### src/rtl/t01_drop_ctrl.sv
// rtl/t01_drop_ctrl.sv - gravity sequencer: tick-driven row advance, lock delay, hard drop
module t01_drop_ctrl #(
    parameter int ROW_W      = 5,
    parameter int MAX_ROW    = 19,
    parameter int LOCK_TICKS = 2
) (
    input  logic             clk_i,
    input  logic             rst_i,
    input  logic             en_i,
    input  logic             spawn_i,
    input  logic             drop_tick_n_i,
    input  logic             hard_drop_i,
    output logic             chk_req_o,
    input  logic             chk_ack_i,
    input  logic             chk_blocked_i,
    output logic [ROW_W-1:0] row_o,
    output logic             active_o,
    output logic             lock_o
);

    typedef enum logic [2:0] {
        S_IDLE,
        S_FALL,
        S_CHECK,
        S_LOCKWAIT,
        S_COMMIT
    } state_e;

    localparam logic [ROW_W-1:0] MAX_ROW_L = ROW_W'(MAX_ROW);
    localparam logic [3:0]       LOCK_L    = 4'(LOCK_TICKS);

    state_e           state_q, state_d;
    logic [ROW_W-1:0] row_q, row_d;
    logic [3:0]       lock_cnt_q, lock_cnt_d;
    logic             hd_q, hd_d;
    logic             chk_req_q;
    logic             lock_q;

    logic             tick;
    logic             go;
    logic             blocked_res;
    logic [3:0]       lock_cnt_inc;

    assign tick         = ~drop_tick_n_i;
    assign lock_cnt_inc = lock_cnt_q + 4'd1;

    always_comb begin
        state_d     = state_q;
        row_d       = row_q;
        lock_cnt_d  = lock_cnt_q;
        hd_d        = hd_q;
        go          = 1'b0;
        blocked_res = 1'b0;

        case (state_q)
            S_IDLE: begin
                if (spawn_i) begin
                    state_d    = S_FALL;
                    row_d      = '0;
                    lock_cnt_d = '0;
                    hd_d       = 1'b0;
                end
            end
            S_FALL: begin
                if (hard_drop_i) begin
                    hd_d = 1'b1;
                end
                go = hd_q | hard_drop_i | (en_i & tick);
            end
            S_CHECK: begin
                if (hard_drop_i) begin
                    hd_d = 1'b1;
                end
                if (chk_ack_i) begin
                    if (chk_blocked_i) begin
                        blocked_res = 1'b1;
                    end else begin
                        row_d      = row_q + ROW_W'(1);
                        lock_cnt_d = '0;
                        state_d    = S_FALL;
                    end
                end
            end
            S_LOCKWAIT: begin
                // Everything, including hard drop, is frozen while paused.
                if (en_i) begin
                    if (hard_drop_i) begin
                        hd_d = 1'b1;
                    end
                    go = hd_q | hard_drop_i | tick;
                end
            end
            S_COMMIT: begin
                state_d = S_IDLE;
            end
            default: begin
                state_d = S_IDLE;
            end
        endcase

        // At the floor no request is made; the result is known to be blocked.
        if (go) begin
            if (row_q == MAX_ROW_L) begin
                blocked_res = 1'b1;
            end else begin
                state_d = S_CHECK;
            end
        end

        if (blocked_res) begin
            if (hd_d) begin
                state_d = S_COMMIT;
            end else begin
                lock_cnt_d = lock_cnt_inc;
                state_d    = (lock_cnt_inc == LOCK_L) ? S_COMMIT : S_LOCKWAIT;
            end
        end
    end

    always_ff @(posedge clk_i) begin
        if (rst_i) begin
            state_q    <= S_IDLE;
            row_q      <= '0;
            lock_cnt_q <= '0;
            hd_q       <= 1'b0;
            chk_req_q  <= 1'b0;
            lock_q     <= 1'b0;
        end else begin
            state_q    <= state_d;
            row_q      <= row_d;
            lock_cnt_q <= lock_cnt_d;
            hd_q       <= hd_d;
            chk_req_q  <= (state_d == S_CHECK);
            lock_q     <= (state_d == S_COMMIT);
        end
    end

    assign chk_req_o = chk_req_q;
    assign row_o     = row_q;
    assign active_o  = (state_q != S_IDLE);
    assign lock_o    = lock_q;

endmodule

### config.mk
export PLATFORM = sky130hd
export DESIGN_NAME = t01_drop_ctrl
export DESIGN_NICKNAME = d
export VERILOG_FILES = /design/src/rtl/t01_drop_ctrl.sv
export SDC_FILE = /design/constraint.sdc
export NUM_CORES = 1
export LEC_CHECK = 0
export CORE_UTILIZATION = 53
export CTS_CLUSTER_DIAMETER = 80
export DETAILED_ROUTE_END_ITERATION = 6
export PLACE_DENSITY = 0.81
export SLEW_MARGIN = 20
export SYNTH_ARGS = -nofsm -noshare
export SYNTH_HDL_FRONTEND = slang
export SYNTH_SLANG_ARGS = --single-unit
### constraint.sdc
create_clock -name clk_i -period 5.25 [get_ports clk_i]
set_clock_uncertainty 0.2 [all_clocks]
set_input_delay 1.05 -clock clk_i [delete_from_list [all_inputs] [get_ports clk_i]]
set_output_delay 1.05 -clock clk_i [all_outputs]
set_load 0.05 [all_outputs]
-- Yosys cells after proc, flatten, opt, wreduce, memory -nomap -nowiden
Cells that the tools add are included.
- register bits: 15
- input port bits: 8
- output and inout port bits: 8
- logic and storage cells: 59
- $add $sub $neg: 2
- equality and inequality tests: 10
- mux-type cells: 30
- bitwise gates (word level): 5
- reduce and logical (&&, ||, !) cells: 6
- operator list (operator ; number):
    two-way mux 3 bit ; 8
    two-way mux 4 bit ; 5
    two-way mux 5 bit ; 3
    one-hot mux 5 bit (2 select lines) ; 1
    equality test 3 x 2 -> 1 bit, second input constant ; 3
    two-way mux 1 bit ; 9
    one-hot mux 3 bit (3 select lines) ; 1
    one-hot mux 4 bit (2 select lines) ; 1
    != test 2 bit, second input constant ; 3
    adder 5 x 1 -> 5 bit, second input constant ; 1
    equality test 5 bit, second input constant ; 1
    adder 4 x 1 -> 4 bit, second input constant ; 1
    equality test 4 x 2 -> 1 bit, second input constant ; 1
    AND reduction 4 bit ; 1
    OR reduction 2 bit ; 2
    equality test 3 x 1 -> 1 bit, second input constant ; 1
    equality test 3 bit, second input constant ; 1
    zero test 3 bit ; 1
    OR 1 bit ; 3
    one-hot mux 1 bit (3 select lines) ; 1
    nonzero test 3 bit ; 1
    one-hot mux 1 bit (2 select lines) ; 1
    nonzero test 2 bit ; 1
    bitwise AND 1 bit ; 1
    NOT 1 bit ; 1

-- Depth between registers and ports, before layout
- depth after elaboration: 7
- gate-level depth with buffers: 6

-- Worst setup path before layout
Ideal clock, no wire load.
- path type: input-to-reg
- start point: input port spawn_i
- end point: register lock_cnt_q[0]
- library setup time: 0.064 ns
- data arrival time: 2.381 ns
- data required time: 4.986 ns
- setup slack: 2.606 ns
- stages on the path: 5
- path buffers: 0
- cell sequence: or4b_1 a32o_2 a211o_4 mux2_4 nor2_2
- cells in the longest elaborated chain, start to end: 4
- elaborated cells on any way between the ends: 6
- classes of those cells: mux (6)
- ends and longest elaborated chain (item ; line ; source):
    start: declaration ; 10 ; input logic spawn_i,
    two-way mux 1 bit or two-way mux 4 bit (tied branches) ; 57 ; if (spawn_i) begin
    one-hot mux 1 bit (3 select lines) or one-hot mux 4 bit (2 select lines) (tied branches) ; 55 ; case (state_q)
    two-way mux 4 bit ; 111 ; if (hd_d) begin
    two-way mux 4 bit * ; 110 ; if (blocked_res) begin
    end signal: assignment ; 131 ; lock_cnt_q <= lock_cnt_d;
    end: declaration ; 34 ; logic [3:0] lock_cnt_q, lock_cnt_d;
Every way passes the cells marked *; elsewhere a longest branch is shown, timed or not.
A chain may end at the register's enable or synchronous reset.

-- Final worst setup path
- start point: register state_q[1]
- end point: output port active_o
- cells in the longest elaborated chain, start to end: 1
- ends and longest elaborated chain (item ; line ; source):
    start: declaration ; 32 ; state_e state_q, state_d;
    start signal: assignment ; 129 ; state_q <= state_d;
    nonzero test 3 bit ; 140 ; assign active_o = (state_q != S_IDLE);
    end: declaration ; 17 ; output logic active_o,
Every way passes these cells.

==> flow_summary.ini <==
[outcome]
status = finished clean

[clock_network]
cts_resized = 0
clkTransAtPathRegs_ns = 0.09
insertion_delay_ns = 0.28
hold_buffers = 0
postCtsSetupBuffers = 0
cts_tree = yes
numCtsBuffers = 3
htree_levels = 1
clock-sinks = 15
cts-root-buf = clkbuf_4
cts.path.max_buffers = 2

[synth]
synth-compound-area-share_pct = 14.3
syn_inst = 95
muxShareOfSynthArea_pct = 5.43
synth_nets = 106
syn_avg_cell_area_um2 = 8.73
ys_seq_elements = 15
synthAdderAreaFrac_pct = 4.52
async_flop_share_pct = 0
ys_warn_count = 0
ys_seq_area_share_pct = 36.2
synth_edf_count = 0
yosys.area_share.simple_pct = 33.9
synth-xor-area-share_pct = 4.22
synth_top_family_by_area = simple AND/OR/NAND/NOR gates
yosysUniqueCellTypes = 33
ys.flop_type = dfxtp_1
syn_area_um2 = 830

[sta]
holdWs_ns = 0.301
setup_viol = 0
relSlewSlack_pct = 60.2
final_hold_viol_count = 0
rsz0062_at_grt = false
post-route-period-util_pct = 58.7
worstMarginPinSlew_ns = 0.592
final_max_slew_viol_count = 0
fin_crit_ns = 3.08
max_freq_mhz = 325
tns_ns = 0

[critical_path]
cp_max_fo = 14
cp.arrival_ns = 1.83
ff2ff_setup_slack_ns = 3.02
end_kind = output port
critPathKind = reg2out
start_kind = flip-flop
crit_required_ns = 4.00

[drt]
vias_per_cell = 5.94
drtIter0Drc = 24
ant_nets = 0
wl_per_cell_um = 14.1
drc = 0
routed-via-count = 754
drt_wl_total_um = 1790
drt_pre_antenna_iters = 4

[floorplan]
fp.dieH_um = 41.6
initial_core_util_pct = 60.0
die-area_um2 = 1730
die_w_um = 41.6
rows = 13
ios = 16
fp.coreArea_um2 = 1380

[min_path]
hp-class = reg2reg

[cells_and_area]
fin_area_um2 = 1020
nets = 124
postLayoutCoreUtil_pct = 73.6
diodes = 0
layout-drive-gt1-share_pct = 10.7
layout_common_cells = dfxtp_1, clkdlybuf4s50_1, nor2_1
syn_to_final_growth_pct = 22.6

[global_routing]
grt_max_degree = 15
grt_pass1_wl_um = 2900
grt_pass1_vias = 665
antenna_found_initial = 0
grtUsageTotal_pct = 21.3
gr-total-overflow = 0

[place]
dpl_cell_area_um2 = 991
io_buffers = 15
dpl.hpwl_um = 1300
place_congestion = 0.793

[power]
p_leak_nw = 0.392
power_density_nw_per_um2 = 276
max-vdd-ir-drop_v = 0.000193
power_mw = 0.281

[job]
cap_viol_max_count = 0
-- stage by stage --
| stage | setup WS (ns) | std cells |
|---|---|---|
| floorplan | 2.61 | 95 |
| global placement | 2.08 | 123 |
| detailed placement | 2.04 | 123 |
| CTS | 2.18 | 127 |
| global route | 2.12 | 127 |
| finish | 2.17 | 127 |
-- synthesized netlist by cell type (2+ instances only) --
cell	count	area, µm²
nand4_1	5	31.3
nor2b_1	5	31.3
clkbuf_1	2	7.51
nor3_1	4	20.0
dfxtp_1	15	300
nand3_1	2	10.0
nand3b_1	2	15.0
a21oi_1	6	30.0
a31oi_1	2	12.5
xor2_1	4	35.0
nor2_1	11	41.3
nand2b_1	3	18.8
nor2_2	3	18.8
ha_1	3	37.5
mux2_4	3	45.0
nand2_1	8	30.0
-- metal layers --
layer	track usage, %	vias to the layer above	routed length [µm]
met4	7.74	0	17
met5	0	-	0
met1	29.3	355	843
met3	4.35	2	70
li1	-	377	-
met2	32.8	20	854
-- path summary, 6_finish.rpt --
path / start / cells after the start / end
min reg2reg: row_o[1]$_SDFFE_PP0P_ / 2 / row_o[1]$_SDFFE_PP0P_
min: row_o[1]$_SDFFE_PP0P_ / 2 / row_o[1]$_SDFFE_PP0P_
max reg2reg: row_o[0]$_SDFFE_PP0P_ / 6 / lock_cnt_q[1]$_SDFF_PP0_
max: state_q[1]$_SDFF_PP0_ / 2 / active_o
-- flip-flops by register name (all words and copies together), names as in the netlist --
name	cells
row_o	5
hd_q	1
chk_req_o	1
state_q	3
lock_o	1
lock_cnt_q	4
-- worst max-delay path, stage by stage, from the launching register on --
cell and delay, ns:
dfxtp_1 0.59, or3_1 0.17, clkdlybuf4s50_1 0.79
-- area by class of cell --
cell class	instances	area [µm²]
Clock buffer	4	26.3
Sequential cell	15	300
Inverter	1	3.75
Fill cell	113	365
Multi-Input combinational cell	77	518
Timing Repair Buffer	15	150
Tap cell	15	18.8
-- kinds of logic after synthesis --
logic type | Yosys count
and+or+nand+nor | 51
buffers and inverters | 3
DFF | 15
AOI/OAI and AO/OA | 16
adders and majority gates | 3
muxes | 3
xor gates and xnor gates | 4
-- where the power goes --
group | switching (mW) | internal (mW)
logic | 0.0511 | 0.0329
clock network | 0.0374 | 0.0294
registers | 0.0102 | 0.120
total | 0.0986 | 0.182
(Power assumes the default switching activity.)
